==> config.mk <==
export PLATFORM = sky130hd
export DESIGN_NAME = hybrid_subtractor8_pipe
export DESIGN_NICKNAME = d
export VERILOG_FILES = /design/src/rtl/hybrid_subtractor8_pipe.sv
export SDC_FILE = /design/constraint.sdc
export NUM_CORES = 1
export LEC_CHECK = 0
export ABC_AREA = 0
export CAP_MARGIN = 10
export CORE_ASPECT_RATIO = 1.5
export CORE_MARGIN = 3
export CORE_UTILIZATION = 30
export CTS_CLUSTER_SIZE = 28
export DETAILED_ROUTE_END_ITERATION = 10
export GPL_ROUTABILITY_DRIVEN = 0
export PLACE_DENSITY = 0.53
export SLEW_MARGIN = 20
export SYNTH_ARGS = -nofsm -noshare
export SYNTH_HDL_FRONTEND = slang
export SYNTH_SLANG_ARGS = --single-unit
==> constraint.sdc <==
create_clock -name clk -period 2.8 [get_ports clk]
set_input_delay 0.28 -clock clk [delete_from_list [all_inputs] [get_ports clk]]
set_output_delay 0.28 -clock clk [all_outputs]
set_load 0.02 [all_outputs]
==> src/rtl/hybrid_subtractor8_pipe.sv <==
// Two-stage 8-bit subtractor with valid/ready handshaking.
// The low nibble uses borrow lookahead, and the high nibble ripples from the registered B4.
module hybrid_subtractor8_pipe (
    input  logic       clk,
    input  logic       rst,
    input  logic [7:0] Xi,
    input  logic [7:0] Yi,
    input  logic       B0,
    input  logic       in_valid,
    output logic       in_ready,
    output logic [7:0] Di,
    output logic       B8,
    output logic       V,
    output logic       out_valid,
    input  logic       out_ready
);

    logic       s1_valid;
    logic [3:0] s1_d;
    logic       s1_b4;
    logic [3:0] s1_x;
    logic [3:0] s1_y;

    logic       ld1;
    logic       ld2;
    logic       accept;

    logic [3:0] g;
    logic [3:0] p;
    logic [4:0] lb;
    logic [3:0] d_lo;

    logic [4:0] hi_res;
    logic [3:0] d_hi;
    logic       b8_next;
    logic       v_next;

    // Stage 2 can take new data when it is empty or its result is leaving.
    // Stage 1 can take new data when it is empty or its contents move on to stage 2.
    assign ld2      = !out_valid || out_ready;
    assign ld1      = !s1_valid || ld2;
    assign in_ready = ld1;
    assign accept   = in_valid && ld1;

    // Full subtractor cells rippling the borrow through the high nibble.
    // The result is packed as {borrow_out, diff[3:0]}.
    function automatic logic [4:0] ripple4(input logic [3:0] x, input logic [3:0] y,
                                           input logic bin);
        logic [3:0] d;
        logic       b;
        b = bin;
        for (int i = 0; i < 4; i++) begin
            d[i] = x[i] ^ y[i] ^ b;
            b    = (~x[i] & y[i]) | (~(x[i] ^ y[i]) & b);
        end
        return {b, d};
    endfunction

    // Two-level borrow lookahead for the low nibble.
    // Each borrow is a flat sum of products of g, p and B0, so no borrow waits on the previous bit.
    always_comb begin
        g     = ~Xi[3:0] & Yi[3:0];
        p     = ~(Xi[3:0] ^ Yi[3:0]);
        lb[0] = B0;
        lb[1] = g[0] | (p[0] & B0);
        lb[2] = g[1] | (p[1] & g[0]) | (p[1] & p[0] & B0);
        lb[3] = g[2] | (p[2] & g[1]) | (p[2] & p[1] & g[0]) | (p[2] & p[1] & p[0] & B0);
        lb[4] = g[3] | (p[3] & g[2]) | (p[3] & p[2] & g[1]) | (p[3] & p[2] & p[1] & g[0])
              | (p[3] & p[2] & p[1] & p[0] & B0);
        d_lo  = Xi[3:0] ^ Yi[3:0] ^ lb[3:0];
    end

    always_comb begin
        hi_res  = ripple4(s1_x, s1_y, s1_b4);
        d_hi    = hi_res[3:0];
        b8_next = hi_res[4];
        v_next  = (s1_x[3] ^ s1_y[3]) & (s1_x[3] ^ d_hi[3]);
    end

    // Data registers load only when a real operand moves in, so bubbles leave data untouched.
    always_ff @(posedge clk or posedge rst) begin
        if (rst) begin
            s1_valid <= 1'b0;
            s1_d     <= 4'h0;
            s1_b4    <= 1'b0;
            s1_x     <= 4'h0;
            s1_y     <= 4'h0;
        end else if (ld1) begin
            s1_valid <= in_valid;
            if (accept) begin
                s1_d  <= d_lo;
                s1_b4 <= lb[4];
                s1_x  <= Xi[7:4];
                s1_y  <= Yi[7:4];
            end
        end
    end

    always_ff @(posedge clk or posedge rst) begin
        if (rst) begin
            out_valid <= 1'b0;
            Di        <= 8'h00;
            B8        <= 1'b0;
            V         <= 1'b0;
        end else if (ld2) begin
            out_valid <= s1_valid;
            if (s1_valid) begin
                Di <= {d_hi, s1_d};
                B8 <= b8_next;
                V  <= v_next;
            end
        end
    end

endmodule
==> results.tsv <==
stage	metric	value	unit
die	dieArea	4980	sq um
clock_tree	root_buffer	clkbuf_8	
yosys	synth_cells	97	
yosys	synth.mux.area_fraction	13.7	%
clock_tree	cts_resized	0	
timing	max_freq	430	MHz
power	power	1140	uW
yosys	ys_ff_latch	25	
timing	period_share	83.1	%
global_routing	track_usage	10.0	%
timing	finalHoldViolCount	0	
timing	tightest_slew	0.885	ns
timing	period_needed	2.33	ns
die	initial_core_util	31.5	%
die	coreArea	3960	sq um
yosys	synth_top_family_by_area	multiplexers	
timing	rsz0062_at_grt	no	
placement	placed_area	1600	sq um
timing	setup_violations	0	
timing	finalWorstSetupSlack	0.473	ns
placement	port_buffers	32	
final_layout	drive_gt1_share	18.3	%
setup_path	timing.rr.end	V$_DFFE_PP0P_	
global_routing	grt_pass1_wl	3800	um
die	die_width	58.7	um
final_layout	nNetsFinal	163	
timing	maxSlewViolCount	0	
placement	dp_slack	0.469	ns
yosys	synth_simple_gate_area_share	7.42	%
die	row_count	28	
clock_tree	clk_pin_slew	0.09	ns
clock_tree	worstSkewPairLatency	0.27	ns
yosys	yosys.cell_types.count	24	
outcome	outcome	finished clean	
setup_path	r2r_slack	0.47	ns
power	ir_drop	0.000318	V
yosys	synth_fa_ha_area_share	13.0	%
die	io-pin-count	33	
clock_tree	cts_hold_buf	0	
setup_path	cp-end-kind	register	
clock_tree	post_cts_buffers	0	
yosys	syn_area_per_cell	12.9	sq um
clock_tree	cts_sinks	25	
global_routing	grt_remaining_overflow	0	
setup_path	critPathLaunchType	register	
setup_path	cp.arrival	2.51	ns
global_routing	grt_pass1_vias	883	
setup_path	rr_worst_depth	9	
detailed_routing	ant_nets	0	
timing	relSlewSlack	40.7	%
setup_path	path_class	reg -> reg	
final_layout	final_cell_mix	clkdlybuf4s50_1, dfrtp_1, mux2_2, inv_1, nand2_1	
setup_path	reg2reg_from	s1_b4$_DFFE_PP0P_	
yosys	syn_area	1250	sq um
power	powerDensity	695	nW/um^2
yosys	yosysSeqAreaShare	50.2	%
global_routing	antenna_found_initial	0	
clock_tree	htree_num_levels	1	
setup_path	cp_data_required_time	2.98	ns
timing	skew	0.00450	ns
yosys	synth_fp_nets	128	
yosys	synth-xor-area-share	2.81	%
placement	place_hpwl	1770	um
detailed_routing	drc	0	
detailed_routing	drt_iter0_drc	1	
final_layout	final_area	1640	sq um
die	die_y	85.0	um
final_layout	num_antenna_cells	0	
yosys	synth_compound_area_share	6.82	%
clock_tree	cts_buffer_depth	2	
clock_tree	numCtsBuffers	3	
detailed_routing	wl_per_cell	12.5	um
detailed_routing	first_pass_iters	2	
final_layout	syn_to_final_growth	31.8	%
power	leakage	0.000744	uW
clock_tree	cts_tree	yes	
yosys	yosysWarnings	0	
detailed_routing	wl	2200	um
hold_path	hp-class	in -> async	
flow_run	max_cap_violations	0	
final_layout	fin_util	41.5	%
detailed_routing	via_per_inst	4.64	
global_routing	grt_max_degree	26	
setup_path	cp_max_fo	2	
timing	tns	0	ns
detailed_routing	routed-via-count	817	
final_layout	final_common_cell	clkdlybuf4s50_1	
-- routing by layer --
layer / GRT usage (%) / part of all wire, % / vias to the layer above / routed length, um
met5: 0 / 0 / - / 0
met4: 5.57 / 2.6 / 0 / 58
met3: 2.44 / 5.1 / 5 / 113
met2: 18.6 / 57 / 20 / 1250
met1: 9.66 / 35 / 406 / 782
li1: - / - / 386 / -
-- final cells by class --
cell class / instances / area [sq um]
multi-input cells: 57 / 547
clock buffers: 3 / 41.3
well taps: 45 / 56.3
clock inverters: 1 / 5.00
fillers: 399 / 2310
repair buffers: 32 / 320
inverters: 13 / 48.8
flip-flops and latches: 25 / 626
-- how the worst max path moves through the flow --
stage / from / endpoint / slack [ns] / cells past startpoint
floorplan: s1_b4$_DFFE_PP0P_ / V$_DFFE_PP0P_ / 0.56 / 9
finish: s1_b4$_DFFE_PP0P_ / V$_DFFE_PP0P_ / 0.47 / 9
CTS: s1_b4$_DFFE_PP0P_ / V$_DFFE_PP0P_ / 0.44 / 9
detailed placement: s1_b4$_DFFE_PP0P_ / V$_DFFE_PP0P_ / 0.47 / 9
global route: s1_b4$_DFFE_PP0P_ / V$_DFFE_PP0P_ / 0.30 / 9
global placement: s1_b4$_DFFE_PP0P_ / V$_DFFE_PP0P_ / 0.51 / 9
-- state kept, by name (all words and copies together), names as in the netlist --
signal     cells
B8             1
s1_b4          1
s1_d           4
out_valid      1
V              1
s1_x           4
Di             8
s1_valid       1
s1_y           4
-- cell families (layout without fill, tap and decap cells) --
group / Yosys count / count (layout)
AOI/OAI and AO/OA: 13 / 13
xor gates and xnor gates: 4 / 4
adders and majority gates: 10 / 10
buffers and inverters: 15 / 49
DFF: 25 / 25
muxes: 15 / 15
and+or+nand+nor: 15 / 15
-- stage by stage --
stage / instances / hold WS [ns]
finish: 176 / 0.395
global route: 176 / 0.474
CTS: 176 / 0.489
detailed placement: 172 / 0.468
global placement: 172 / 0.459
floorplan: 97 / 0.307
-- cell usage after synthesis (all sizes together) --
| library cell | instances | share of area, % |
|---|---|---|
| inv | 13 | 3.9 |
| a21oi | 1 | 0.70 |
| nand3 | 1 | 0.40 |
| mux2i | 1 | 0.80 |
| o21a | 1 | 0.60 |
| ha | 5 | 5.0 |
| dfrtp | 25 | 50 |
| fa | 5 | 8.0 |
| nand2 | 10 | 3.8 |
| or2b | 1 | 0.60 |
| a211o | 1 | 0.70 |
| xnor2 | 3 | 2.1 |
| nand2b | 2 | 1.0 |
| o31ai | 1 | 0.60 |
| mux2 | 14 | 13 |
| o21ai | 9 | 4.2 |
| buf | 2 | 2.1 |
| xor2 | 1 | 0.70 |
| nand3b | 1 | 1.6 |
-- power by group --
group / switching [uW] / internal (uW) / total (uW)
Clock: 112 / 99.5 / 211
Combinational: 197 / 229 / 426
Sequential: 52.8 / 452 / 505
-- critical path, stage by stage, from the launching register on --
cell     delay [ns]
dfrtp_1        0.39
inv_1          0.08
fa_1           0.17
inv_1          0.05
fa_1           0.37
fa_1           0.36
inv_1          0.08
fa_1           0.43
xnor2_1        0.14
o31ai_1        0.18
No activity file was read; power rests on OpenSTA's default activity.
